## src/rtl/vga_text_writer_if.sv

```systemverilog
// vga_text_writer_if: byte stream from a CPU-side source into the text writer.
interface vga_text_writer_if;
    logic [7:0] char_data;
    logic       char_valid;
    logic       char_ready;
    logic [7:0] attr;
    modport master (output char_data, char_valid, attr, input char_ready);
    modport slave  (input char_data, char_valid, attr, output char_ready);
endinterface

```

## src/rtl/vga_text_writer.sv

```systemverilog
// vga_text_writer: turns a byte stream into char/colour RAM write cycles, keeping a cursor.
module vga_text_writer #(
    parameter int COLS = 50,
    parameter int ROWS = 37
) (
    input  logic                 sys_clk,
    input  logic                 reset,
    vga_text_writer_if.slave     s,
    output logic [12:0]          wr_addr,
    output logic [7:0]           wr_data,
    output logic                 wr_en,
    output logic [5:0]           cursor_col,
    output logic [5:0]           cursor_row,
    output logic                 busy
);
    localparam logic [5:0] CMAX = 6'(COLS - 1);
    localparam logic [5:0] RMAX = 6'(ROWS - 1);

    typedef enum logic [2:0] {IDLE, WR_CHAR, WR_ATTR, CLR_ROW, CLR_ALL} state_t;
    state_t state, state_n;
    logic [5:0] col, col_n, row, row_n, cc, cc_n, cr, cr_n, rnext;
    logic [7:0] ch, ch_n, at, at_n;
    logic       ph, ph_n, adv, adv_n;

    assign s.char_ready = (state == IDLE);
    assign busy         = ~s.char_ready;
    assign cursor_col   = col;
    assign cursor_row   = row;
    assign rnext        = (row == RMAX) ? 6'd0 : row + 6'd1;

    always_ff @(posedge sys_clk) begin
        if (reset) begin
            state <= IDLE;
            col   <= '0;
            row   <= '0;
            ch    <= '0;
            at    <= '0;
            cc    <= '0;
            cr    <= '0;
            ph    <= 1'b0;
            adv   <= 1'b0;
        end else begin
            state <= state_n;
            col   <= col_n;
            row   <= row_n;
            ch    <= ch_n;
            at    <= at_n;
            cc    <= cc_n;
            cr    <= cr_n;
            ph    <= ph_n;
            adv   <= adv_n;
        end
    end

    always_comb begin
        state_n = state;
        col_n   = col;
        row_n   = row;
        ch_n    = ch;
        at_n    = at;
        cc_n    = cc;
        cr_n    = cr;
        ph_n    = ph;
        adv_n   = adv;
        wr_en   = 1'b0;
        wr_addr = '0;
        wr_data = '0;
        case (state)
            IDLE: if (s.char_valid) begin
                at_n  = s.attr;
                ch_n  = s.char_data;
                adv_n = 1'b1;
                cc_n  = '0;
                ph_n  = 1'b0;
                if (s.char_data >= 8'h20) state_n = WR_CHAR;
                else if (s.char_data == 8'h0D) col_n = '0;
                else if (s.char_data == 8'h0A) begin
                    col_n   = '0;
                    row_n   = rnext;
                    cr_n    = rnext;
                    state_n = CLR_ROW;
                end else if (s.char_data == 8'h08 && col != 6'd0) begin
                    // backspace erases in place: blank at the new column, no advance
                    col_n   = col - 6'd1;
                    ch_n    = 8'h20;
                    adv_n   = 1'b0;
                    state_n = WR_CHAR;
                end else if (s.char_data == 8'h0C) begin
                    cr_n    = '0;
                    state_n = CLR_ALL;
                end
            end
            WR_CHAR: begin
                wr_en   = 1'b1;
                wr_addr = {1'b0, row, col};
                wr_data = ch;
                state_n = WR_ATTR;
            end
            WR_ATTR: begin
                wr_en   = 1'b1;
                wr_addr = {1'b1, row, col};
                wr_data = at;
                state_n = IDLE;
                if (adv && col == CMAX) begin
                    col_n   = '0;
                    row_n   = rnext;
                    cr_n    = rnext;
                    state_n = CLR_ROW;
                end else if (adv) col_n = col + 6'd1;
            end
            CLR_ROW, CLR_ALL: begin
                wr_en   = 1'b1;
                wr_addr = {ph, cr, cc};
                wr_data = ph ? at : 8'h20;
                ph_n    = ~ph;
                if (ph) begin
                    cc_n = (cc == CMAX) ? 6'd0 : cc + 6'd1;
                    if (cc == CMAX) begin
                        if (state == CLR_ROW || cr == RMAX) begin
                            state_n = IDLE;
                            if (state == CLR_ALL) begin
                                col_n = '0;
                                row_n = '0;
                            end
                        end else cr_n = cr + 6'd1;
                    end
                end
            end
            default: state_n = IDLE;
        endcase
    end
endmodule

```

## src/flat_wrapper.sv

```systemverilog
// flat-port wrapper written by rule: the top's interface ports become plain ports
module vga_text_writer_flat 
#(
    parameter int COLS = 50,
    parameter int ROWS = 37
)
  (sys_clk, reset, wr_addr, wr_data, wr_en, cursor_col, cursor_row, busy, s_char_data, s_char_valid, s_attr, s_char_ready);
  vga_text_writer_if s_i ();
  input  logic sys_clk;
  input  logic reset;
  output logic [12:0] wr_addr;
  output logic [7:0] wr_data;
  output logic wr_en;
  output logic [5:0] cursor_col;
  output logic [5:0] cursor_row;
  output logic busy;
  input wire logic [$bits(s_i.char_data)-1:0] s_char_data;
  input wire logic [$bits(s_i.char_valid)-1:0] s_char_valid;
  input wire logic [$bits(s_i.attr)-1:0] s_attr;
  output wire logic [$bits(s_i.char_ready)-1:0] s_char_ready;
  assign s_i.char_data = s_char_data;
  assign s_i.char_valid = s_char_valid;
  assign s_i.attr = s_attr;
  assign s_char_ready = s_i.char_ready;
  vga_text_writer #(.COLS(COLS), .ROWS(ROWS)) u_core (.sys_clk(sys_clk), .reset(reset), .s(s_i), .wr_addr(wr_addr), .wr_data(wr_data), .wr_en(wr_en), .cursor_col(cursor_col), .cursor_row(cursor_row), .busy(busy));
endmodule
```

## config.mk

```make
export PLATFORM = sky130hd
export DESIGN_NAME = vga_text_writer_flat
export DESIGN_NICKNAME = d
export VERILOG_FILES = /design/src/rtl/vga_text_writer_if.sv /design/src/rtl/vga_text_writer.sv /design/src/flat_wrapper.sv
export SDC_FILE = /design/constraint.sdc
export NUM_CORES = 1
export LEC_CHECK = 0
export ABC_AREA = 1
export CAP_MARGIN = 15
export CORE_MARGIN = 1
export CORE_UTILIZATION = 57
export DETAILED_ROUTE_END_ITERATION = 8
export PLACE_DENSITY = 0.88
export SLEW_MARGIN = 20
export SYNTH_ARGS = -nofsm -noshare
export SYNTH_HDL_FRONTEND = slang
export SYNTH_SLANG_ARGS = --single-unit
```

## constraint.sdc

```tcl
create_clock -name sys_clk -period 4.3 [get_ports sys_clk]
set_clock_uncertainty 0.2 [all_clocks]
set_input_delay 0.86 -clock sys_clk [delete_from_list [all_inputs] [get_ports sys_clk]]
set_output_delay 0.86 -clock sys_clk [all_outputs]
set_load 0.05 [all_outputs]
```

==> results.toml <==
[worst_hold_path]
min_delay_worst_endpoint = "u_core.at[1]"
timing.hold.worst.class = "reg -> reg"
min_delay_path_depth = 2
min_from = "u_core.at[1]"

[flow_run]
max_cap_viol_count = 0

[critical_path]
path_max_fanout = 13
r2r_slack_ps = 1930
regToRegEndpoint = "u_core.cursor_row[3]"
crit_family = "buffers and inverters"
worst_endpoint_required_time_ps = 3240
cp.arrival_ps = 2680
cp_cell_sequence = "nor2_2 -> nand2_1 -> nand2_2 -> nand2_1 -> nand2_1 -> inv_1 -> o21ai_0 -> clkdlybuf4s50_1"
critPathLaunchType = "flip-flop"
crit_cells = 8
kind_of_end_point_of_the_critical_path = "primary output"
critPathMostFrequentCell = "sky130_fd_sc_hd__nand2_1"
cpMaxStageDelayCell = "sky130_fd_sc_hd__clkdlybuf4s50_1"
cpPeakStageDelay_ps = 840
reg2reg_from = "u_core.cursor_col[1]"
cp_num_buf_inv = 2
worst-r2r-cell-count = 11
setup_crit_path_kind = "reg -> out"

[timing]
slew_headroom_pct = 59.0
finalSetupViolCount = 0
slew_violations = 0
hold_violations = 0
worst_max_slew_pin_slew_ps = 615
rsz0062_at_grt = "no"
tns_ps = 0
maxClockFrequency_ghz = 0.268
layout_worst_path_cycle_share_pct = 86.9
period_minus_slack_ps = 3740
timing.final.ws_setup_ps = 564

[drt]
detailroute.via_count = 3286
final_antenna_net_count = 0
detail_route.wirelength_mm = 7.98
post_drt_via_cell_ratio = 5.47
detail_route.iter0.violations = 324
drt-wirelength-per-cell_um = 13.3
drt_drc_violations_left = 0
detail_route.first_pass.iterations = 5

[clock_network]
clock_tree.buffer_depth = 2
postCtsResizedCells = 0
tritoncts.num_buffers = 5
numClockSinks = 45
post_cts.repair.setup_buffers = 0
clk_transition_reported_paths_ps = 90
ctsRootBufferMaster = "sky130_fd_sc_hd__clkbuf_8"
count_of_hold_buffers_inserted_by_post_cts_repair = 0
cts.htree.levels = 2
worst_skew_pair.late_latency_ps = 300
tritoncts_clock_tree = "yes"

[yosys]
async_reset_ff_share_pct = 0
synth_cells = 484
syn_avg_cell_area_um2 = 6.14
synth_top_flop_cell = "sky130_fd_sc_hd__dfxtp_1"
synth_top_cells_by_area = "sky130_fd_sc_hd__dfxtp_1 (30%), sky130_fd_sc_hd__nand2_1 (16%), sky130_fd_sc_hd__inv_1 (8.7%), sky130_fd_sc_hd__nor2_1 (8.2%), sky130_fd_sc_hd__o21ai_0 (5.7%)"
seq_area_frac_synth_pct = 30.3
post_synthesis_register_bit_count = 45
yosysWarningCount = 0
synth_edf_count = 0
synth.distinct_cells = 32
dominant_cell_type_by_area_after_synthesis = "sky130_fd_sc_hd__dfxtp_1"
synthesis.area_mm2 = 0.00297
mappedNetlistNets = 513
synth_top_area_share_pct = 30.3

[power_and_ir_drop]
combinationalPowerShare_pct = 59.6
max-vdd-ir-drop_mv = 0.482
seq_power_share_pct = 27.1
switchingPower_mw = 1.33
cellInternalPower_mw = 1.22
post-layout-total-power_mw = 2.55
netSwitchingFraction_pct = 52.1
powerDensity_mw_per_mm2 = 699
pwr-share-clk_pct = 13.4
total_leakage_power_nw = 1.64

[global_route]
met2_usage_pct = 49.2
maximum_number_of_pins_on_one_net_before_global_route_repair = 22
grt.total_usage_pct = 30.4
grt_use_met1_pct = 41.4
globalRouteOverflowTotal = 0
grt_pass1_wl_mm = 12.9
first_global_vias = 2833
grt.met3_usage_pct = 6.78
grt_antenna_before_repair = 0
grt_most_used_layer = "met2"

[layout]
multiInputGateArea_mm2 = 0.00171
layout.filler_cells = 411
finalNetCount = 562
register_area_um2 = 901
final_core_util_pct = 74.7
drive_above_1_share_pct = 5.62
area.growth.synth_to_final_pct = 22.7
diodes = 0
final_cells = 601

[place]
placed_cells = 593
dp.final_hpwl_mm = 6.03
pre_cts_slack_ps = 897
portBuffers = 54
gp_congestion = 0.970

[floorplan]
rows = 25
chip_height_um = 74.2
fp.coreArea_mm2 = 0.00488
effective_utilization_at_floorplan_pct = 60.9
top_level_ports = 55
dieArea_mm2 = 0.00551
die-width_um = 74.2

[status]
run_status = "complete, no violations"
-- cell families (layout without fill, tap and decap cells) --
kind of cell	Yosys count	in the layout	share of synthesized area [%]
buf+inv	87	137	12.1
xor+xnor	6	6	1.77
fa+ha+maj	10	10	4.21
flops	45	45	30.3
compound gates	84	84	15.3
simple gates	252	252	36.3
-- worst reg2reg max path: stages (launching register included) --
cell                      delay, ps
sky130_fd_sc_hd__dfxtp_1        370
sky130_fd_sc_hd__inv_1          200
sky130_fd_sc_hd__ha_1           190
sky130_fd_sc_hd__nand2_1         50
sky130_fd_sc_hd__nor2_1          90
sky130_fd_sc_hd__nand2_1        120
sky130_fd_sc_hd__nand2_2        150
sky130_fd_sc_hd__nand2_1         80
sky130_fd_sc_hd__nor2_2         200
sky130_fd_sc_hd__nand3_2        260
sky130_fd_sc_hd__o21ai_0        250
sky130_fd_sc_hd__nor2_1          90
-- cell type report --
class	instances	share of cell area [%]
sequential	45	24.7
tap	67	2.30
timing repair buffer	56	15.2
inverter	73	7.52
clock buffer	6	2.26
clock inverter	2	1.03
multi-input combinational	352	46.9
-- through the flow --
stage / cell area [µm²] / hold WS [ps]
2_1_floorplan: 2970 / 225
3_3_place_gp: 3530 / 237
3_5_place_dp: 3530 / 247
4_1_cts: 3650 / 260
5_1_grt: 3650 / 296
6_report: 3650 / 265
-- power groups by stage --
stage	clock, mW	combinational [mW]	sequential, mW
after global routing	0.359	1.65	0.707
after detailed placement	0	1.49	0.691
after global placement	0	1.47	0.685
after floorplan	0	1.03	0.776
after CTS	0.342	1.51	0.684
final	0.340	1.52	0.690
-- worst max path at each step --
stage	from	end	slack, ps
after floorplan	u_core.state[0]	wr_data[0]	740
after global placement	u_core.state[0]	wr_data[3]	1050
after detailed placement	u_core.state[0]	wr_data[0]	900
after CTS	u_core.state[0]	wr_data[0]	570
after global routing	u_core.state[0]	wr_data[1]	420
final	u_core.state[0]	wr_data[0]	560
-- placed cells by master (no fill, tap or decap), types with 3 or more instances in the layout --
cell / count
sky130_fd_sc_hd__xor2_1: 4
sky130_fd_sc_hd__inv_2: 4
sky130_fd_sc_hd__o21ai_0: 34
sky130_fd_sc_hd__nor3_1: 11
sky130_fd_sc_hd__inv_1: 69
sky130_fd_sc_hd__nand2_2: 4
sky130_fd_sc_hd__ha_1: 10
sky130_fd_sc_hd__clkbuf_8: 6
sky130_fd_sc_hd__nor2_1: 65
sky130_fd_sc_hd__nand3_1: 28
sky130_fd_sc_hd__nand3_2: 3
sky130_fd_sc_hd__o22ai_1: 17
sky130_fd_sc_hd__dfxtp_1: 45
sky130_fd_sc_hd__clkdlybuf4s50_1: 54
sky130_fd_sc_hd__nand4_1: 7
sky130_fd_sc_hd__nor2_2: 5
sky130_fd_sc_hd__a21oi_1: 26
sky130_fd_sc_hd__nand2_1: 123
-- state kept, by name, indices dropped and copies added (netlist names) --
name and cells:
u_core.adv 1, u_core.at 8, u_core.cc 6, u_core.ch 8, u_core.cr 6, u_core.cursor_col 6, u_core.cursor_row 6, u_core.ph 1
u_core.state 3
-- cells in the mapped netlist, types with 2 or more instances --
library cell,instances
sky130_fd_sc_hd__inv_1,69
sky130_fd_sc_hd__o22ai_1,17
sky130_fd_sc_hd__nor3_1,11
sky130_fd_sc_hd__nor2_2,5
sky130_fd_sc_hd__ha_1,10
sky130_fd_sc_hd__nand2_1,123
sky130_fd_sc_hd__xor2_1,4
sky130_fd_sc_hd__nand3_1,28
sky130_fd_sc_hd__nand2_2,4
sky130_fd_sc_hd__xnor2_1,2
sky130_fd_sc_hd__nor2_1,65
sky130_fd_sc_hd__dfxtp_1,45
sky130_fd_sc_hd__nand3_2,3
sky130_fd_sc_hd__o21ai_0,34
sky130_fd_sc_hd__inv_2,4
sky130_fd_sc_hd__nand4_1,7
sky130_fd_sc_hd__a21oi_1,26
sky130_fd_sc_hd__clkbuf_1,8
sky130_fd_sc_hd__buf_6,4
sky130_fd_sc_hd__a31oi_1,2
sky130_fd_sc_hd__or2_2,2
-- per-layer routing --
layer / vias to the layer above / part of all wire (%)
met4: 0 / 0.95
met2: 119 / 46
met1: 1513 / 45
met3: 11 / 7.7
li1: 1643 / -
met5: - / 0
No activity file was read; power rests on OpenSTA's default activity.
